==> config.mk <==
export PLATFORM = sky130hd
export DESIGN_NAME = hazard_fwd_unit_flat
export DESIGN_NICKNAME = d
export VERILOG_FILES = /design/src/rtl/cpu_types_pkg.sv /design/src/rtl/hazard_fwd_unit_if.sv /design/src/rtl/sb_counter.sv /design/src/rtl/hazard_fwd_unit.sv /design/src/flat_wrapper.sv
export SDC_FILE = /design/constraint.sdc
export NUM_CORES = 1
export LEC_CHECK = 0
export ABC_CLOCK_PERIOD_IN_PS = 5400
export BUFFER_PORTS_ARGS = -buffer_cell sky130_fd_sc_hd__buf_2
export CAP_MARGIN = 5
export CORE_AREA = 2 2 126 178
export DETAILED_ROUTE_END_ITERATION = 10
export DIE_AREA = 0 0 128 180
export MAX_ROUTING_LAYER = met4
export PLACE_DENSITY = 0.63
export SETUP_SLACK_MARGIN = 0.15
export SYNTH_ARGS = -nofsm -noshare
export SYNTH_HDL_FRONTEND = slang
export SYNTH_SLANG_ARGS = --single-unit
==> constraint.sdc <==
create_clock -name CLK -period 5.4 [get_ports CLK]
set_input_delay 0.54 -clock CLK [delete_from_list [all_inputs] [get_ports CLK]]
set_output_delay 0.54 -clock CLK [all_outputs]
set_load 0.01 [all_outputs]
==> src/rtl/cpu_types_pkg.sv <==
// Shared CPU types: register-number type and forwarding-select encoding.
package cpu_types_pkg;

  // Architectural register file size; register 0 is hard-wired to zero.
  localparam int unsigned NUM_REGS = 32;

  // Register number as carried through the pipeline.
  typedef logic [4:0] regbits_t;

  // fwd_sel value meaning "take the operand from the register file".
  localparam int FWD_RF = 0;

  // fwd_sel value that selects producer stage index stg (0 = youngest).
  function automatic int fwd_stage_code(input int stg);
    return stg + 1;
  endfunction

endpackage

==> src/rtl/hazard_fwd_unit_if.sv <==
// Signal bundle between the DX stage / producer stages and the hazard unit.
interface hazard_fwd_unit_if #(
  parameter int unsigned NUM_SRC = 2,
  parameter int unsigned NUM_STG = 2,
  parameter int unsigned MAX_LAT = 7
);

  localparam int unsigned SELW = $clog2(NUM_STG + 1);
  localparam int unsigned LATW = $clog2(MAX_LAT + 1);

  // DX consumer side
  cpu_types_pkg::regbits_t [NUM_SRC-1:0] dx_rs;
  logic [NUM_SRC-1:0]                    dx_rs_used;

  // Producer stages, index 0 = youngest
  cpu_types_pkg::regbits_t [NUM_STG-1:0] stg_rd;
  logic [NUM_STG-1:0]                    stg_regWr;
  logic [NUM_STG-1:0]                    stg_dvalid;

  // Instruction leaving DX
  logic                    issue_valid;
  cpu_types_pkg::regbits_t issue_rd;
  logic [LATW-1:0]         issue_lat;
  logic                    flush;

  // Results
  logic [NUM_SRC-1:0][SELW-1:0] fwd_sel;
  logic                         stall;
  logic [31:0]                  sb_busy;
  logic [31:0]                  stall_cycles;

  modport hfu (
    input  dx_rs, dx_rs_used, stg_rd, stg_regWr, stg_dvalid,
    input  issue_valid, issue_rd, issue_lat, flush,
    output fwd_sel, stall, sb_busy, stall_cycles
  );

  modport tb (
    output dx_rs, dx_rs_used, stg_rd, stg_regWr, stg_dvalid,
    output issue_valid, issue_rd, issue_lat, flush,
    input  fwd_sel, stall, sb_busy, stall_cycles
  );

endinterface

==> src/rtl/sb_counter.sv <==
// One scoreboard entry: countdown until a long-latency result is forwardable.
module sb_counter #(
  parameter int unsigned MAX_LAT = 7
) (
  input  logic                           CLK,
  input  logic                           nRST,
  input  logic                           clr,
  input  logic                           load,
  input  logic [$clog2(MAX_LAT+1)-1:0]   load_val,
  output logic                           busy
);

  localparam int unsigned CW = $clog2(MAX_LAT + 1);

  logic [CW-1:0] lat_sat_s;
  logic [CW-1:0] cnt_d;
  logic [CW-1:0] cnt_q;

  // Clamp the requested latency to the largest countdown supported.
  always_comb begin
    if (32'(load_val) > MAX_LAT) begin
      lat_sat_s = CW'(MAX_LAT);
    end else begin
      lat_sat_s = load_val;
    end
  end

  // Next count: flush clears, a new issue reloads, otherwise count down to 0.
  always_comb begin
    cnt_d = cnt_q;
    if (clr) begin
      cnt_d = {CW{1'b0}};
    end else if (load) begin
      cnt_d = lat_sat_s;
    end else if (cnt_q != {CW{1'b0}}) begin
      cnt_d = cnt_q - CW'(1);
    end else begin
      cnt_d = cnt_q;
    end
  end

  // Countdown state register.
  always_ff @(posedge CLK or negedge nRST) begin
    if (!nRST) begin
      cnt_q <= {CW{1'b0}};
    end else begin
      cnt_q <= cnt_d;
    end
  end

  assign busy = (cnt_q != {CW{1'b0}});

endmodule

==> src/rtl/hazard_fwd_unit.sv <==
// Operand forwarding select, load-use / scoreboard stall and stall statistics.
module hazard_fwd_unit
  import cpu_types_pkg::*;
#(
  parameter int unsigned NUM_SRC = 2,
  parameter int unsigned NUM_STG = 2,
  parameter int unsigned MAX_LAT = 7
) (
  input logic            CLK,
  input logic            nRST,
  hazard_fwd_unit_if.hfu bus
);

  localparam int unsigned SELW = $clog2(NUM_STG + 1);
  localparam int unsigned LATW = $clog2(MAX_LAT + 1);

  logic [NUM_SRC-1:0][SELW-1:0] fwd_sel_s;
  logic [NUM_SRC-1:0]           load_use_s;
  logic [NUM_SRC-1:0]           ready_hit_s;
  logic [NUM_SRC-1:0]           sb_wait_s;
  logic                         stall_s;
  logic                         issue_go_s;
  logic [NUM_REGS-1:0]          sb_busy_s;
  logic [31:0]                  stall_cycles_d;
  logic [31:0]                  stall_cycles_q;

  // Per source: youngest matching writer wins; flag stale loads and
  // scoreboard entries that no ready producer can cover.
  always_comb begin
    fwd_sel_s   = '0;
    load_use_s  = '0;
    ready_hit_s = '0;
    sb_wait_s   = '0;
    for (int s = 0; s < NUM_SRC; s++) begin
      if (bus.dx_rs_used[s] && (bus.dx_rs[s] != 5'd0)) begin
        // Walk oldest to youngest so the youngest match is written last.
        for (int k = NUM_STG - 1; k >= 0; k--) begin
          if (bus.stg_regWr[k] && (bus.stg_rd[k] == bus.dx_rs[s])) begin
            fwd_sel_s[s]   = SELW'(fwd_stage_code(k));
            load_use_s[s]  = ~bus.stg_dvalid[k];
            ready_hit_s[s] = ready_hit_s[s] | bus.stg_dvalid[k];
          end else begin
            fwd_sel_s[s] = fwd_sel_s[s];
          end
        end
        sb_wait_s[s] = sb_busy_s[bus.dx_rs[s]] & ~ready_hit_s[s];
      end else begin
        fwd_sel_s[s] = SELW'(FWD_RF);
      end
    end
  end

  assign stall_s = (|load_use_s) | (|sb_wait_s);

  // Only an instruction that actually leaves DX with a real latency and a
  // real destination claims a scoreboard entry.
  assign issue_go_s = bus.issue_valid & ~stall_s &
                      (bus.issue_rd != 5'd0) &
                      (bus.issue_lat != {LATW{1'b0}});

  // Register 0 is never tracked.
  assign sb_busy_s[0] = 1'b0;

  for (genvar r = 1; r < NUM_REGS; r++) begin : g_sb
    logic load_s;
    assign load_s = issue_go_s & (bus.issue_rd == 5'(r));

    sb_counter #(
      .MAX_LAT (MAX_LAT)
    ) u_sb_counter (
      .CLK      (CLK),
      .nRST     (nRST),
      .clr      (bus.flush),
      .load     (load_s),
      .load_val (bus.issue_lat),
      .busy     (sb_busy_s[r])
    );
  end

  // Saturating count of cycles spent stalled.
  always_comb begin
    if (stall_s && (stall_cycles_q != 32'hFFFF_FFFF)) begin
      stall_cycles_d = stall_cycles_q + 32'd1;
    end else begin
      stall_cycles_d = stall_cycles_q;
    end
  end

  // Stall statistics register.
  always_ff @(posedge CLK or negedge nRST) begin
    if (!nRST) begin
      stall_cycles_q <= 32'd0;
    end else begin
      stall_cycles_q <= stall_cycles_d;
    end
  end

  assign bus.fwd_sel      = fwd_sel_s;
  assign bus.stall        = stall_s;
  assign bus.sb_busy      = sb_busy_s;
  assign bus.stall_cycles = stall_cycles_q;

endmodule

==> src/flat_wrapper.sv <==
// flat-port wrapper written by rule: the top's interface ports become plain ports
module hazard_fwd_unit_flat import cpu_types_pkg::*;
#(
  parameter int unsigned NUM_SRC = 2,
  parameter int unsigned NUM_STG = 2,
  parameter int unsigned MAX_LAT = 7
)
  (CLK, nRST, bus_dx_rs, bus_dx_rs_used, bus_stg_rd, bus_stg_regWr, bus_stg_dvalid, bus_issue_valid, bus_issue_rd, bus_issue_lat, bus_flush, bus_fwd_sel, bus_stall, bus_sb_busy, bus_stall_cycles);
  hazard_fwd_unit_if #(.NUM_SRC(NUM_SRC), .NUM_STG(NUM_STG), .MAX_LAT(MAX_LAT)) bus_i ();
  input logic CLK;
  input logic nRST;
  input wire logic [$bits(bus_i.dx_rs)-1:0] bus_dx_rs;
  input wire logic [$bits(bus_i.dx_rs_used)-1:0] bus_dx_rs_used;
  input wire logic [$bits(bus_i.stg_rd)-1:0] bus_stg_rd;
  input wire logic [$bits(bus_i.stg_regWr)-1:0] bus_stg_regWr;
  input wire logic [$bits(bus_i.stg_dvalid)-1:0] bus_stg_dvalid;
  input wire logic [$bits(bus_i.issue_valid)-1:0] bus_issue_valid;
  input wire logic [$bits(bus_i.issue_rd)-1:0] bus_issue_rd;
  input wire logic [$bits(bus_i.issue_lat)-1:0] bus_issue_lat;
  input wire logic [$bits(bus_i.flush)-1:0] bus_flush;
  output wire logic [$bits(bus_i.fwd_sel)-1:0] bus_fwd_sel;
  output wire logic [$bits(bus_i.stall)-1:0] bus_stall;
  output wire logic [$bits(bus_i.sb_busy)-1:0] bus_sb_busy;
  output wire logic [$bits(bus_i.stall_cycles)-1:0] bus_stall_cycles;
  assign bus_i.dx_rs = bus_dx_rs;
  assign bus_i.dx_rs_used = bus_dx_rs_used;
  assign bus_i.stg_rd = bus_stg_rd;
  assign bus_i.stg_regWr = bus_stg_regWr;
  assign bus_i.stg_dvalid = bus_stg_dvalid;
  assign bus_i.issue_valid = bus_issue_valid;
  assign bus_i.issue_rd = bus_issue_rd;
  assign bus_i.issue_lat = bus_issue_lat;
  assign bus_i.flush = bus_flush;
  assign bus_fwd_sel = bus_i.fwd_sel;
  assign bus_stall = bus_i.stall;
  assign bus_sb_busy = bus_i.sb_busy;
  assign bus_stall_cycles = bus_i.stall_cycles;
  hazard_fwd_unit #(.NUM_SRC(NUM_SRC), .NUM_STG(NUM_STG), .MAX_LAT(MAX_LAT)) u_core (.CLK(CLK), .nRST(nRST), .bus(bus_i));
endmodule
Word level (Yosys, flattened, before mapping)
Cells that the tools add are included.

Add/subtract/negate cells: 32. $lt $le $gt $ge: 2. Equal/unequal tests: 36. Multiplexer cells: 119. Bitwise operators: 44. Reduce and logical (&&, ||, !) cells: 75.

Operators by type and width (count): 2-to-1 mux 3 bit (93); nonzero test 3 bit (63); subtractor 3 x 1 -> 3 bit, second input constant (31); equality test 5 bit, second input constant (16); equality test 5 x 4 -> 1 bit, second input constant (8); AND 1 bit (36); adder 32 x 1 -> 32 bit, second input constant (1); inequality test 32 bit, second input constant (1); equality test 5 x 3 -> 1 bit, second input constant (4); equality test 5 bit (4); 2-to-1 mux 1 bit (18); nonzero test 5 bit (3); less-than comparator 5 x 6 -> 1 bit, second input constant (2); 2-to-1 mux 2 bit (6); binary-select mux 1 bit (select 5 bit) (2); equality test 5 x 2 -> 1 bit, second input constant (2); logical AND 1 bit (7); equality test 5 x 1 -> 1 bit, second input constant (1); NOT 1 bit (5); OR reduction 2 bit (2); bitwise OR 1 bit (3).

Register bits after elaboration: 125. Output and inout bits: 69. Logic and storage cells: 340.

Logic depth before layout (Yosys ltp)
Depth in word-level cells: 19. Mapped depth: 14. Mapped depth without buffers: 10.

Hierarchy
From an unflattened synthesis, not the netlist that was laid out.

Cells, all modules: 987. Area total of the unflattened synthesis: 9509.1 um2.

By module, submodules not included: sb_counter (instances 31, cells each 21, area an instance 211.5 um2); hazard_fwd_unit (instances 1, cells each 336, area an instance 2954.1 um2).

Worst setup path before layout
No wires, ideal clock.

Path kind: register to register. From: register u_core.g_sb[14].u_sb_counter.cnt_q[0]. To: register u_core.g_sb[15].u_sb_counter.cnt_q[0]. Setup time: 125 ps. Arrival: 3391 ps. Path slack: 1884 ps. Cell stages (with the launch flop): 13. Period minus slack after synthesis: 3516 ps. Cells stage by stage: dfrtp_1 inv_1 ha_1 nand2b_4 buf_6 mux4_2 or4b_1 o211ai_1 nor4_1 or4_4 buf_6 or4_4 mux2_4.

Word-level cells in the longest chain between the ends: 14.

Ends and longest elaborated chain: from (decl) (RTL line sb_counter.sv:17) `logic [CW-1:0] cnt_q;`; from (signal assigned) (RTL line sb_counter.sv:45) `cnt_q <= {CW{1'b0}};`; from (signal assigned) (RTL line sb_counter.sv:47) `cnt_q <= cnt_d;`; nonzero test 3 bit * (RTL line sb_counter.sv:51) `assign busy = (cnt_q != {CW{1'b0}});`; via u_core.g_sb[14].u_sb_counter.busy (RTL line sb_counter.sv:10) `output logic busy`; binary-select mux 1 bit (select 5 bit) (RTL line hazard_fwd_unit.sv:46) `sb_wait_s[s] = sb_busy_s[bus.dx_rs[s]] & ~ready_hit_s[s];`; 2-to-1 mux 1 bit (implied by the code) (RTL line hazard_fwd_unit.sv:46); AND 1 bit (RTL line hazard_fwd_unit.sv:46); 2-to-1 mux 1 bit (RTL line hazard_fwd_unit.sv:35) `if (bus.dx_rs_used[s] && (bus.dx_rs[s] != 5'd0)) begin`; OR reduction 2 bit * (RTL line hazard_fwd_unit.sv:53) `assign stall_s = (|load_use_s) | (|sb_wait_s);`; bitwise OR 1 bit * (RTL line hazard_fwd_unit.sv:53); NOT 1 bit * (RTL line hazard_fwd_unit.sv:57) `assign issue_go_s = bus.issue_valid & ~stall_s &`; AND 1 bit * (2 in a row) (RTL line hazard_fwd_unit.sv:57); AND 1 bit * (RTL line hazard_fwd_unit.sv:58) `(bus.issue_rd != 5'd0) &`; AND 1 bit * (RTL line hazard_fwd_unit.sv:66) `assign load_s = issue_go_s & (bus.issue_rd == 5'(r));`; 2-to-1 mux 3 bit (RTL line sb_counter.sv:33) `end else if (load) begin`; 2-to-1 mux 3 bit (RTL line sb_counter.sv:31) `if (clr) begin`; to (signal assigned) (RTL line sb_counter.sv:45); to (signal assigned) (RTL line sb_counter.sv:47); to (decl) (RTL line sb_counter.sv:17).

Mark *: on every way through the listed nets, which the timed path passes. The rest lies on a longest branch. The select of a mux whose other input is x is not followed. A chain may end at the register's enable or synchronous reset.

Final worst setup path
From: register u_core.g_sb[10].u_sb_counter.cnt_q[0]. To: output bus_stall.

Word-level cells in the longest chain between the ends: 7.

Ends and longest elaborated chain: from (decl) (RTL line sb_counter.sv:17); from (signal assigned) (RTL line sb_counter.sv:45); from (signal assigned) (RTL line sb_counter.sv:47); nonzero test 3 bit * (RTL line sb_counter.sv:51); binary-select mux 1 bit (select 5 bit) (RTL line hazard_fwd_unit.sv:46); 2-to-1 mux 1 bit (implied by the code) (RTL line hazard_fwd_unit.sv:46); AND 1 bit (RTL line hazard_fwd_unit.sv:46); 2-to-1 mux 1 bit (RTL line hazard_fwd_unit.sv:35); OR reduction 2 bit * (RTL line hazard_fwd_unit.sv:53); bitwise OR 1 bit * (RTL line hazard_fwd_unit.sv:53); to (decl) (RTL line flat_wrapper.sv:22) `output wire logic [$bits(bus_i.stall)-1:0] bus_stall;`.

Mark *: on every way between the ends. The rest lies on a longest branch, timed or not. The select of a mux whose other input is x is not followed.

==> summary.md <==
| Metric | Value |
|---|---|
| Pins Over Slew Limit | 0 |
| Vias in the first global route | 7038 |
| Post-CTS Hold Buffers | 1 |
| Status | complete, no violations |
| Endpoints failing setup | 0 |
| Num Clock Sinks | 125 |
| YS warnings | 0 |
| Root Driver | clkbuf_16 |
| Post-synth top area share | 32.9% |
| CP required | 4.86 ns |
| Initial Utilization | 44.4% |
| Post-synthesis sequential area ratio | 32.9% |
| Die height | between 150 and 200 µm |
| Avg Cell Area, Syn | 9.72 µm² |
| CTS tree | built |
| First-pass GRT wire length | 36700 µm |
| Detail Placement HPWL | 15700 µm |
| Most frequent cell after synthesis | nor2_1 |
| Adder-cell area share of the yosys netlist | 8.28% |
| Final Cycle Share | 82.7% |
| # DRC | 0 |
| Max Root-Sink Buffers | 2 |
| Number of port buffers | 105 |
| Kind of critical path | reg2out |
| Leakage | 4.82 nW |
| Net Count, Synth | 1080 |
| Max_cap viols | 0 |
| H-tree levels | 4 |
| Synth top cells by count | nor2_1, dfrtp_1, mux2_2 |
| Die Width | 128 µm |
| Yosys cell types | 63 |
| Row count | 64 |
| Post-synthesis mux area share | 15.1% |
| Relative slew slack | 38.4% |
| TritonCTS buffer count | 17 |
| Slew @ Worst Pin | approximately 0.9 ns |
| Post-synthesis sequential element count | 125 |
| Post-Place Setup Slack | 1.12 ns |
| Final setup margin | 0.935 ns |
| Tightest Hold Check Type | reg2reg |
| Final #Nets | between 1k and 1.5k |
| Tot GR Track Use | 20.9% |
| Die area | 23000 µm² |
| Worst skew pair latency | 0.43 ns |
| Synth top area cells | dfrtp_1, mux2_2, ha_1 |
| Initial antenna violation count | 2 |
| DRT Wirelength | 22400 µm |
| Complex-gate fraction of the synthesized area | 6.17% |
| Max Freq | 224 MHz |
| Clk_skew | about 0.0089 ns |
| Peak VDD IR | 0.000231 V |
| I/O pins | 107 |
| Post-synthesis xor/xnor area fraction | between 7 and 8% |
| Slowest cell on the critical path | or4_4 |
| Synth area leader | dfrtp_1 |
| Pwr Density | between 500 and 600 nW/µm² |
| Asr flop ratio synth | 100% |
| Final Cell Area | 10600 µm² |
| Core footprint | 21500 µm² |
| Final ANT Viol Nets | 0 |
| Area grow syn2layout | 11.0% |
| Pin count of the biggest net entering global routing | 67 |
| Post-cts sizing count | 0 |
| Largest family of logic cells by synthesized area | simple AND/OR/NAND/NOR gates |
| Main flop type after synthesis | dfrtp_1 |
| Via density | 5.45 |
| Worst-path cell chain | inv_1, ha_1, nand2b_1, mux4_2, or4b_1, o211ai_1, nor4_1, or4_4, buf_4, buf_2 |
| Final core utilization | 49.2% |
| Routed len/inst | ~17 µm |
| WHS Path Cells | 1 |
| Placer congestion estimate | 0.919 |
| Final Hold Vio Count | 0 |
| Final TNS setup | 0 ns |
| Worst reg2reg path depth | 11 |
| Crit start category | flop |
| EDFF count, synth | 0 |
| Drt pass-1 iters | 5 |
| FILL cells | 2017 |
| CP arrival | around 3.9 ns |
| Cells after synthesis | 979 |
| Post-Syn Area | 9520 µm² |
| DR vias | 6977 |
| Crit path capture type | primary output |
| Crit-path max FO | 35 |
| Post-CTS setup buffer count | 0 |
| DRT iter0 DRCs | 391 |
| Post-place instance area | 9900 µm² |
| Grt ovf | 0 |
| RSZ-0062 raised after global routing | no |
| CP max stage delay | 0.84 ns |
| Final min period | 4.46 ns |
| Clk slew on worst S/H paths | 0.06 ns |
| Simple-gate share of the synthesized area | 21.0% |
| Share of layout cells above drive strength 1 | 27.0% |
[area by class of cell]
cell class	count	area (µm²)	share of cell area, %
multi-input cells	668	5570	52.7
clock buffers	18	439	4.16
repair buffers	111	578	5.47
well taps	264	330	3.13
clock inverters	13	214	2.02
diodes	2	5.00	0.0474
inverters	80	300	2.84
flip-flops and latches	125	3130	29.6
[power by group]
part           leakage (nW)  switching [W]  internal, W
Combinational          2.86        0.00154      0.00124
Sequential             1.65       0.000208      0.00125
Clock                 0.313       0.000442     0.000831
[cells by family (layout without fill, tap and decap cells)]
group                    after synthesis  count (layout)
multiplexers                         122             122
XOR/XNOR                              82              82
flip-flops                           125             125
other                                  1               3
AO/OA/AOI/OAI                         82              82
AND/OR/NAND/NOR                      318             318
buffers and inverters                186             222
adder cells (fa/ha/maj)               63              63
[state kept, by name (all words and copies together) (netlist names)]
name,flops
u_core.bus.stall_cycles,32
u_core.g_sb.u_sb_counter.cnt_q,93
[stage by stage]
stage,instances,hold slack [ns],power [W]
finish,1281,0.489,0.00551
global placement,1247,0.436,0.00419
global route,1281,0.517,0.00599
CTS,1279,0.491,0.00557
detailed placement,1247,0.437,0.00426
floorplan,979,0.244,0.00386
[path summary, 6_finish.rpt]
kind / from / endpoint / slack, ns
setup / recovery: u_core.g_sb[10].u_sb_counter.cnt_q[0] / bus_stall / 0.94
hold / removal: u_core.bus.stall_cycles[31] / u_core.bus.stall_cycles[31] / 0.49
setup reg to reg: u_core.g_sb[10].u_sb_counter.cnt_q[0] / u_core.g_sb[17].u_sb_counter.cnt_q[2] / 1.15
hold reg to reg: u_core.bus.stall_cycles[31] / u_core.bus.stall_cycles[31] / 0.49
max in group asynchronous: nRST / u_core.g_sb[31].u_sb_counter.cnt_q[1] / 3.73
min in group asynchronous: nRST / u_core.bus.stall_cycles[27] / 0.52
[critical path: cells and delay by family (launching register included)]
family	cells	cell delay (ns)
buffers and inverters	3	0.68
AND/OR/NAND/NOR	4	1.63
multiplexers	1	0.48
AO/OA/AOI/OAI	1	0.11
adder cells (fa/ha/maj)	1	0.17
flip-flops	1	0.39
[layer usage]
metal | wire length (µm) | vias to the layer above | GRT usage [%]
met3 | 1130 | 31 | 4.55
met5 | 0 | - | -
li1 | - | 3347 | -
met1 | 9380 | 3411 | 24.3
met2 | 11500 | 188 | 35.4
met4 | 445 | 0 | 7.25
[cells in the final DEF (no fill, tap or decap), drive strengths merged, types with 12 or more instances in the layout]
master and count:
mux2 94, nor2 130, a211oi 31, mux2i 22, ha 63, clkbuf 18, and3 17, nand2b 37
buf 110, nor4 19, nor3 20, nand3 15, nand4 24, inv 81, xnor2 75, a21oi 12
nand2 16, dfrtp 125
Note: power is estimated with default switching activity, not from simulation.
